<file path="config.mk">
export PLATFORM = sky130hd
export DESIGN_NAME = clock_meter_scheduler_flat
export DESIGN_NICKNAME = d
export VERILOG_FILES = /design/src/rtl/clock_meter_scheduler_if.sv /design/src/rtl/clock_meter_scheduler.sv /design/src/flat_wrapper.sv
export SDC_FILE = /design/constraint.sdc
export NUM_CORES = 1
export LEC_CHECK = 0
export CAP_MARGIN = 20
export CELL_PAD_IN_SITES_DETAIL_PLACEMENT = 1
export CELL_PAD_IN_SITES_GLOBAL_PLACEMENT = 1
export CORE_MARGIN = 1.5
export CORE_UTILIZATION = 45
export DETAILED_ROUTE_END_ITERATION = 7
export GPL_ROUTABILITY_DRIVEN = 0
export GPL_TIMING_DRIVEN = 0
export PLACE_DENSITY = 0.86
export SETUP_SLACK_MARGIN = 0.2
export SYNTH_ARGS = -nofsm -noshare
export SYNTH_HDL_FRONTEND = slang
export SYNTH_SLANG_ARGS = --single-unit
</file>
<file path="constraint.sdc">
create_clock -name clk_i -period 3.3 [get_ports clk_i]
set_clock_uncertainty 0.2 [all_clocks]
set_input_delay 0.66 -clock clk_i [delete_from_list [all_inputs] [get_ports clk_i]]
set_output_delay 0.66 -clock clk_i [all_outputs]
set_load 0.005 [all_outputs]
</file>
<file path="src/rtl/clock_meter_scheduler_if.sv">
// Software-facing control, limit and result-read bundle of the clock meter scheduler.
// The scheduler takes the slave side; the controlling agent takes the master side.
interface clock_meter_scheduler_if #(
  parameter int NUM_CH = 8,
  parameter int VAL_W  = 32
);
  localparam int SEL_W = (NUM_CH > 1) ? $clog2(NUM_CH) : 1;

  logic              start_i;
  logic              cont_i;
  logic [NUM_CH-1:0] ch_en_i;
  logic [VAL_W-1:0]  lim_lo_i;
  logic [VAL_W-1:0]  lim_hi_i;
  logic              busy_o;
  logic              scan_done_o;
  logic [SEL_W-1:0]  rd_ch_i;
  logic [VAL_W-1:0]  rd_val_o;
  logic [NUM_CH-1:0] fault_o;
  logic [NUM_CH-1:0] valid_o;

  modport slave (
    input  start_i, cont_i, ch_en_i, lim_lo_i, lim_hi_i, rd_ch_i,
    output busy_o, scan_done_o, rd_val_o, fault_o, valid_o
  );

  modport master (
    output start_i, cont_i, ch_en_i, lim_lo_i, lim_hi_i, rd_ch_i,
    input  busy_o, scan_done_o, rd_val_o, fault_o, valid_o
  );
endinterface

</file>
<file path="src/rtl/clock_meter_scheduler.sv">
// Steps one shared clock meter across the enabled mux channels: switch mux under meter
// reset, wait one gate window plus output latency, capture and limit-check the result.
module clock_meter_scheduler #(
  parameter int NUM_CH        = 8,
  parameter int WINDOW_CYCLES = 10000000,
  parameter int CAPTURE_LAT   = 3,
  parameter int RST_CYCLES    = 16,
  parameter int VAL_W         = 32,
  localparam int SEL_W        = (NUM_CH > 1) ? $clog2(NUM_CH) : 1
) (
  input  logic               clk_i,
  input  logic               a_rst_n_i,
  clock_meter_scheduler_if.slave ctl,
  input  logic [VAL_W-1:0]   meter_val_i,
  output logic [SEL_W-1:0]   mux_sel_o,
  output logic               meter_rst_n_o
);

  localparam int GATE_CYCLES = WINDOW_CYCLES + CAPTURE_LAT;
  localparam int CNT_MAX     = (GATE_CYCLES > RST_CYCLES) ? GATE_CYCLES : RST_CYCLES;
  localparam int CNT_W       = $clog2(CNT_MAX + 1);
  localparam logic [CNT_W-1:0] RST_LAST  = CNT_W'(RST_CYCLES - 1);
  localparam logic [CNT_W-1:0] GATE_LAST = CNT_W'(GATE_CYCLES - 1);

  typedef enum logic [2:0] {
    IDLE,
    SWITCH,
    GATE,
    CAPTURE,
    NEXT
  } state_t;

  state_t            state_q;
  logic [NUM_CH-1:0] mask_q;
  logic [SEL_W-1:0]  ch_q;
  logic [CNT_W-1:0]  cnt_q;
  logic [SEL_W-1:0]  mux_sel_q;
  logic              meter_rst_n_q;
  logic              scan_done_q;

  logic [VAL_W-1:0]  val_q [NUM_CH];
  logic [NUM_CH-1:0] valid_q;
  logic [NUM_CH-1:0] fault_q;

  logic [NUM_CH-1:0] above_d;
  logic [NUM_CH-1:0] cap_hit_d;
  logic              has_next_d;
  logic [SEL_W-1:0]  next_ch_d;
  logic [SEL_W-1:0]  first_ch_d;
  logic              fault_d;

  function automatic logic [SEL_W-1:0] lowest_idx(input logic [NUM_CH-1:0] m);
    lowest_idx = '0;
    for (int i = NUM_CH - 1; i >= 0; i--) begin
      if (m[i]) lowest_idx = SEL_W'(i);
    end
  endfunction

  // Enabled channels strictly above the current one decide whether the pass continues.
  for (genvar gi = 0; gi < NUM_CH; gi++) begin : g_chan
    assign above_d[gi]   = mask_q[gi] & (gi > int'(ch_q));
    assign cap_hit_d[gi] = (state_q == CAPTURE) && (ch_q == SEL_W'(gi));
  end

  assign has_next_d = |above_d;
  assign next_ch_d  = lowest_idx(above_d);
  assign first_ch_d = lowest_idx(ctl.ch_en_i);
  assign fault_d    = (meter_val_i < ctl.lim_lo_i) | (meter_val_i > ctl.lim_hi_i);

  always_ff @(posedge clk_i or negedge a_rst_n_i) begin
    if (!a_rst_n_i) begin
      state_q       <= IDLE;
      mask_q        <= '0;
      ch_q          <= '0;
      cnt_q         <= '0;
      mux_sel_q     <= '0;
      meter_rst_n_q <= 1'b0;
      scan_done_q   <= 1'b0;
    end else begin
      scan_done_q <= 1'b0;
      case (state_q)
        IDLE: begin
          meter_rst_n_q <= 1'b1;
          if (ctl.start_i) begin
            if (|ctl.ch_en_i) begin
              mask_q        <= ctl.ch_en_i;
              ch_q          <= first_ch_d;
              mux_sel_q     <= first_ch_d;
              meter_rst_n_q <= 1'b0;
              cnt_q         <= '0;
              state_q       <= SWITCH;
            end else begin
              scan_done_q <= 1'b1;
            end
          end
        end
        SWITCH: begin
          if (cnt_q == RST_LAST) begin
            cnt_q         <= '0;
            meter_rst_n_q <= 1'b1;
            state_q       <= GATE;
          end else begin
            cnt_q <= cnt_q + 1'b1;
          end
        end
        GATE: begin
          if (cnt_q == GATE_LAST) begin
            cnt_q   <= '0;
            state_q <= CAPTURE;
          end else begin
            cnt_q <= cnt_q + 1'b1;
          end
        end
        CAPTURE: begin
          // Pulse lands in NEXT, one cycle after the last channel's capture.
          scan_done_q <= ~has_next_d;
          state_q     <= NEXT;
        end
        NEXT: begin
          if (has_next_d) begin
            ch_q          <= next_ch_d;
            mux_sel_q     <= next_ch_d;
            meter_rst_n_q <= 1'b0;
            state_q       <= SWITCH;
          end else if (ctl.cont_i && (|ctl.ch_en_i)) begin
            mask_q        <= ctl.ch_en_i;
            ch_q          <= first_ch_d;
            mux_sel_q     <= first_ch_d;
            meter_rst_n_q <= 1'b0;
            state_q       <= SWITCH;
          end else begin
            state_q <= IDLE;
          end
        end
        default: state_q <= IDLE;
      endcase
    end
  end

  always_ff @(posedge clk_i or negedge a_rst_n_i) begin
    if (!a_rst_n_i) begin
      for (int i = 0; i < NUM_CH; i++) val_q[i] <= '0;
      valid_q <= '0;
      fault_q <= '0;
    end else begin
      for (int i = 0; i < NUM_CH; i++) begin
        if (cap_hit_d[i]) begin
          val_q[i]   <= meter_val_i;
          valid_q[i] <= 1'b1;
          fault_q[i] <= fault_d;
        end
      end
    end
  end

  assign mux_sel_o       = mux_sel_q;
  assign meter_rst_n_o   = meter_rst_n_q;
  assign ctl.busy_o      = (state_q != IDLE);
  assign ctl.scan_done_o = scan_done_q;
  assign ctl.fault_o     = fault_q;
  assign ctl.valid_o     = valid_q;
  assign ctl.rd_val_o    = (int'(ctl.rd_ch_i) < NUM_CH) ? val_q[ctl.rd_ch_i] : '0;

endmodule

</file>
<file path="src/flat_wrapper.sv">
// flat-port wrapper written by rule: the top's interface ports become plain ports
module clock_meter_scheduler_flat 
#(
  parameter int NUM_CH        = 8,
  parameter int WINDOW_CYCLES = 10000000,
  parameter int CAPTURE_LAT   = 3,
  parameter int RST_CYCLES    = 16,
  parameter int VAL_W         = 32,
  localparam int SEL_W        = (NUM_CH > 1) ? $clog2(NUM_CH) : 1
)
  (clk_i, a_rst_n_i, meter_val_i, mux_sel_o, meter_rst_n_o, ctl_start_i, ctl_cont_i, ctl_ch_en_i, ctl_lim_lo_i, ctl_lim_hi_i, ctl_rd_ch_i, ctl_busy_o, ctl_scan_done_o, ctl_rd_val_o, ctl_fault_o, ctl_valid_o);
  clock_meter_scheduler_if #(.NUM_CH(NUM_CH), .VAL_W(VAL_W)) ctl_i ();
  input  logic clk_i;
  input  logic a_rst_n_i;
  input  logic [VAL_W-1:0] meter_val_i;
  output logic [SEL_W-1:0] mux_sel_o;
  output logic meter_rst_n_o;
  input wire logic [$bits(ctl_i.start_i)-1:0] ctl_start_i;
  input wire logic [$bits(ctl_i.cont_i)-1:0] ctl_cont_i;
  input wire logic [$bits(ctl_i.ch_en_i)-1:0] ctl_ch_en_i;
  input wire logic [$bits(ctl_i.lim_lo_i)-1:0] ctl_lim_lo_i;
  input wire logic [$bits(ctl_i.lim_hi_i)-1:0] ctl_lim_hi_i;
  input wire logic [$bits(ctl_i.rd_ch_i)-1:0] ctl_rd_ch_i;
  output wire logic [$bits(ctl_i.busy_o)-1:0] ctl_busy_o;
  output wire logic [$bits(ctl_i.scan_done_o)-1:0] ctl_scan_done_o;
  output wire logic [$bits(ctl_i.rd_val_o)-1:0] ctl_rd_val_o;
  output wire logic [$bits(ctl_i.fault_o)-1:0] ctl_fault_o;
  output wire logic [$bits(ctl_i.valid_o)-1:0] ctl_valid_o;
  assign ctl_i.start_i = ctl_start_i;
  assign ctl_i.cont_i = ctl_cont_i;
  assign ctl_i.ch_en_i = ctl_ch_en_i;
  assign ctl_i.lim_lo_i = ctl_lim_lo_i;
  assign ctl_i.lim_hi_i = ctl_lim_hi_i;
  assign ctl_i.rd_ch_i = ctl_rd_ch_i;
  assign ctl_busy_o = ctl_i.busy_o;
  assign ctl_scan_done_o = ctl_i.scan_done_o;
  assign ctl_rd_val_o = ctl_i.rd_val_o;
  assign ctl_fault_o = ctl_i.fault_o;
  assign ctl_valid_o = ctl_i.valid_o;
  clock_meter_scheduler #(.NUM_CH(NUM_CH), .WINDOW_CYCLES(WINDOW_CYCLES), .CAPTURE_LAT(CAPTURE_LAT), .RST_CYCLES(RST_CYCLES), .VAL_W(VAL_W)) u_core (.clk_i(clk_i), .a_rst_n_i(a_rst_n_i), .ctl(ctl_i), .meter_val_i(meter_val_i), .mux_sel_o(mux_sel_o), .meter_rst_n_o(meter_rst_n_o));
endmodule
</file>
# Word level (Yosys, flattened, before mapping)
# Index checks and enable logic that the tools add are counted.
dict set report word_totals {
  reg_bits 312
  latch_bits 0
  ram_bits 0
  mem_bits_ro 0
  in_bits 111
  output_inout_bits 54
  memories 0
}
dict set report op_classes {
  n_addsub 1
  mul 0
  div 0
  order_cmp 10
  eq_ne 20
  shift 0
  n_mux 48
  n_bitwise 10
  reduce_logical 22
}
# operator n
set ops {}
lappend ops {{$bmux 32 s3} 1}
lappend ops {{$mux 24} 4}
lappend ops {{$mux 3} 24}
lappend ops {{$pmux 24 s3} 1}
lappend ops {{$mux 32} 2}
lappend ops {{$gt 32x32->1} 1}
lappend ops {{$lt 32x32->1} 1}
lappend ops {{$mux 8} 4}
lappend ops {{$add 24x1->24 const B} 1}
lappend ops {{$eq 24x24->1 const B} 1}
lappend ops {{$eq 24x4->1 const B} 1}
lappend ops {{$pmux 8 s2} 1}
lappend ops {{$eq 3x3->1 const B} 5}
lappend ops {{$pmux 3 s5} 1}
lappend ops {{$eq 3x2->1 const B} 4}
lappend ops {{$gt 3x3->1 const A} 4}
lappend ops {{$logic_and 1x1->1} 9}
lappend ops {{$reduce_bool 3->1} 3}
lappend ops {{$ne 2x1->1 const B} 4}
lappend ops {{$reduce_and 4->1} 2}
lappend ops {{$reduce_or 8->1} 1}
lappend ops {{$and 1x1->1} 7}
lappend ops {{$mux 1} 7}
lappend ops {{$reduce_or 7->1} 1}
lappend ops {{other kinds (16)} 21}

# Logic depth before layout (Yosys ltp)
dict set report depth {
  depth_word 11
  depth_mapped 10
  mapped_depth_nobuf 8
}

# Least setup slack after synthesis
# OpenSTA, ideal clock, no wires.
dict set report synth_path {
  path_kind {input to output}
  startpoint {input ctl_rd_ch_i[0]}
  endpoint {output ctl_rd_val_o[0]}
  t_arrival_ns 2.142
  required_time_ns 2.440
  setup_slack_ns 0.298
  cell_stages 4
  path_buffers 2
  cell_sequence {clkbuf_1 buf_2 mux4_2 mux2_2}
}
dict set report synth_via {
  elab_chain_cells 4
}
# item line_no
set synth_rtl {}
lappend synth_rtl {{from (decl)} flat_wrapper.sv:23} ;# input wire logic [$bits(ctl_i.rd_ch_i)-1:0] ctl_rd_ch_i;
lappend synth_rtl {{$not 3->4 (not written as such)} clock_meter_scheduler.sv:162} ;# assign ctl.rd_val_o = (int'(ctl.rd_ch_i) < NUM_CH) ? val_q[ctl.rd_ch_i] : '0;
lappend synth_rtl {{$bmux 32 s3} clock_meter_scheduler.sv:162}
lappend synth_rtl {{$mux 32 (not written as such) (2 in a row)} clock_meter_scheduler.sv:162}
lappend synth_rtl {{to (decl)} flat_wrapper.sv:26} ;# output wire logic [$bits(ctl_i.rd_val_o)-1:0] ctl_rd_val_o;
# Every way passes these cells. The select of a mux whose other input is x is not followed.

# Worst setup path in the final report
dict set report layout_path {
  startpoint {input ctl_rd_ch_i[0]}
  endpoint {output ctl_rd_val_o[10]}
}
# Same word-level chain as after synthesis.

==> results.py <==
metrics = {
    "yosys": {
        "ys_top_cells_by_area": "dfrtp_1 (48%), mux2_2 (12%), nand2_1 (9.6%), mux4_2 (8.9%), ha_1 (5.0%)",
        "synth_area_leader_cell": "dfrtp_1",
        "synth_edf_count": 0,
        "synth_area_um2": 16100,
        "yosysMostFrequentCell": "nand2_1",
        "netlist_instances": 1490,
        "ys_ff_latch": 311,
        "ys_warn_count": 0,
        "synth_nets": 1666,
        "synth.distinct_cells": 65,
        "ys_seq_area_share_pct": 48.2,
        "avgSynthCellArea_um2": 10.8,
        "ys.flop_type": "dfrtp_1",
        "ys_async_sr_fraction_pct": 100,
        "yosys-top-cells-count": "nand2_1 (411), dfrtp_1 (311), mux2_2 (169)",
        "yosysTopAreaCellShare_pct": 48.2,
    },
    "global_routing": {
        "grt_pass1_vias": 14800,
        "grt_pass1_wl_mm": 86.8,
        "grt_max_degree": 119,
        "grt_overflow_total": 0,
        "antenna_found_initial": 0,
        "gr-usage-all-layers_pct": 31.2,
    },
    "pwr": {
        "combPwrFrac_pct": 12.8,
        "p_int_mw": 6.92,
        "seq_power_share_pct": 43.2,
        "total_power_mw": 9.37,
        "vdd_drop_max_mv": 0.355,
        "p_sw_mw": 2.45,
        "power_per_cell_area_nw_per_um2": 465,
        "total_leakage_power_nw": 9.50,
        "p_sw_share_pct": 26.1,
        "clkPwrFrac_pct": 44.1,
    },
    "drt": {
        "wl_mm": 58.0,
        "postRouteAntennaNets": 0,
        "drc": 0,
        "vias_per_cell": 6.08,
        "drt_pass1_iterations": 7,
        "num_vias": 13400,
        "post_drt_wl_per_cell_um": 26.4,
        "drtIter0Drc": 983,
    },
    "cells_and_area": {
        "drive_above_1_share_pct": 23.1,
        "fin_util_pct": 57.0,
        "seqCellArea_um2": 7780,
        "multi_input_area_um2": 7820,
        "nets": 1888,
        "area_delta_synth_final_pct": 25.0,
        "diodes": 0,
        "n_fill_cell": 3767,
    },
    "setup_path": {
        "start_kind": "primary input",
        "path_delay_family": "multiplexers",
        "crit_type": "in -> out",
        "r2r_setup_slack_ns": 0.36,
        "end_kind": "output port",
        "worst-path-buf-inv": 3,
        "crit_fanout": 10,
        "crit_slowest_cell": "mux4_2",
        "reg2reg_depth": 8,
        "required_ns": 2.44,
        "crit_chain": "clkbuf_16 -> buf_12 -> mux4_2 -> mux2_2 -> clkdlybuf4s50_1",
        "slowest_delay_ns": 0.52,
        "reg2reg_to": "u_core.val_q[155]",
        "rr_startpoint": "u_core.state_q[2]",
        "cp.arrival_ns": 2.29,
    },
    "floorplan": {
        "io_pins": 165,
        "die_x_um": 192,
        "die-area_um2": 37000,
        "rows": 69,
        "dieHeight_um": 192,
        "core-area_um2": 35400,
        "start_util_pct": 45.6,
    },
    "clocking": {
        "cts_hold_buf": 0,
        "cts-root-buf": "clkbuf_16",
        "cts_tree": "built",
        "cts_buffer_depth": 3,
        "clock-sinks": 311,
        "clk_pin_slew_ns": 0.07,
        "htree_num_levels": 2,
        "numCtsBuffers": 35,
        "insertion_delay_ns": 0.52,
    },
    "timing": {
        "fin_crit_ns": 3.15,
        "drv_slew": 0,
        "final-setup-viol-count": 0,
        "maxSlewHeadroom_pct": 38.3,
        "tightest_slew_ns": 0.926,
        "period_share_pct": 95.5,
        "finalHoldViolCount": 0,
        "hold_slack_ns": 0.0557,
        "fmax_ghz": 0.317,
        "rsz0062_at_grt": "yes",
    },
    "min_path": {
        "hold_class": "in -> async",
    },
    "place": {
        "port_buffers": 161,
        "hpwl_mm": 34.9,
    },
    "job": {
        "cap_violations": 0,
    },
    "outcome": {
        "status": "finished, final reports clean",
    },
}
[worst reg2reg max path, stage by stage, from the launching register on]
cell	delay, ns
dfrtp_1	0.35
buf_2	0.17
and3b_1	0.23
clkbuf_1	0.20
nand2b_1	0.09
clkbuf_1	0.20
nor2_2	0.57
buf_2	0.42
mux2_2	0.39
[metal layers]
metal / GRT usage (%) / up-vias / part of all wire, %
li1: - / 5630 / -
met1: 37.4 / 6954 / 38
met2: 53.3 / 584 / 50
met3: 6.18 / 198 / 6.8
met4: 16.2 / 0 / 5.2
met5: 0 / - / 0
[power groups by stage]
stage          registers, mW  logic (mW)  clock network, mW
4_1_cts                 4.04        1.16               4.13
3_5_place_dp            4.11        1.10                  0
2_1_floorplan           4.07       0.549                  0
6_report                4.04        1.20               4.13
3_3_place_gp            4.11        1.04                  0
5_1_grt                 4.06        1.30               4.30
[through the flow]
step / instances / worst slack [ns] / setup TNS, ns / cell area [µm²]
6_report: 2198 / 0.149 / 0 / 20200
5_1_grt: 2198 / 0.127 / 0 / 20200
4_1_cts: 2189 / 0.135 / 0 / 20000
3_5_place_dp: 2114 / -1.16 / -31.63 / 18400
3_3_place_gp: 2112 / -12.10 / -3782.91 / 18300
2_1_floorplan: 1490 / 0.298 / 0 / 16100
[layout make-up]
class,instances,area share [%]
well taps,461,2.86
clock inverters,13,0.757
inverters,71,1.32
repair buffers,185,9.59
multi-input cells,1031,38.8
clock buffers,49,5.16
plain buffers,77,2.95
flip-flops and latches,311,38.6
[sequential cells by signal, indices dropped and copies added (netlist names)]
| name | count |
|---|---|
| u_core.ch_q | 3 |
| u_core.cnt_q | 24 |
| u_core.mask_q | 7 |
| u_core.ctl.scan_done_o | 1 |
| u_core.state_q | 3 |
| u_core.meter_rst_n_o | 1 |
| u_core.ctl.valid_o | 8 |
| u_core.val_q | 256 |
| u_core.ctl.fault_o | 8 |
[cell usage in the layout, fill, tap and decap left out, drive strengths merged, types with 3 or more instances in the layout]
cell           netlist  final
ha                  65     65
o21a                 4      4
or2                  8      8
o22ai                3      3
a21oi               49     49
mux4                64     64
a41oi                3      3
nand4               24     24
buf                 41     65
and3                 5      5
clkbuf              36     86
a31oi               16     16
mux2i                3      3
o21bai               4      4
nand3               20     20
nand2b              17     17
clkinv               0      8
dfrtp              311    311
or3                  7      7
clkdlybuf4s50        0    123
nor3                12     12
o21ai               36     36
nor4                 7      7
o211ai               6      6
dlygate4sd2          0     14
or4                  5      5
inv                 71     71
nand2              411    411
nor2b                8      8
a32oi                4      4
bufinv               0      3
nor2                34     34
mux2               169    169
dlymetal6s2s         0     22
a21o                13     13
[worst max-delay path by stage]
| stage | start | endpoint | slack [ns] | cells past startpoint |
|---|---|---|---|---|
| floorplan | ctl_rd_ch_i[0] | ctl_rd_val_o[0] | 0.30 | 4 |
| global placement | a_rst_n_i | u_core.ctl.valid_o[5] | -12.10 | 1 |
| detailed placement | meter_val_i[2] | u_core.ctl.fault_o[6] | -1.16 | 8 |
| CTS | ctl_rd_ch_i[0] | ctl_rd_val_o[16] | 0.13 | 5 |
| global route | ctl_rd_ch_i[0] | ctl_rd_val_o[21] | 0.13 | 5 |
| finish | ctl_rd_ch_i[0] | ctl_rd_val_o[10] | 0.15 | 5 |
[logic make-up after synthesis]
family	after synthesis	synth area share [%]
flops	311	48.2
mux	236	20.9
fa+ha+maj	65	5.04
simple gates	567	15.2
compound gates	162	6.48
buf+inv	148	4.07
xor+xnor	1	0.0543
[repair_timing]
action | 4_1_cts | 5_1_grt
pin swaps | 4 | 3
gates resized for setup | 85 | 35
setup endpoints to repair | 69 | 35
endpoints found under the hold margin | 0 | 0
gates cloned | 3 | 0
setup buffers | 10 | 9
Power figures use the tool's default switching activity.
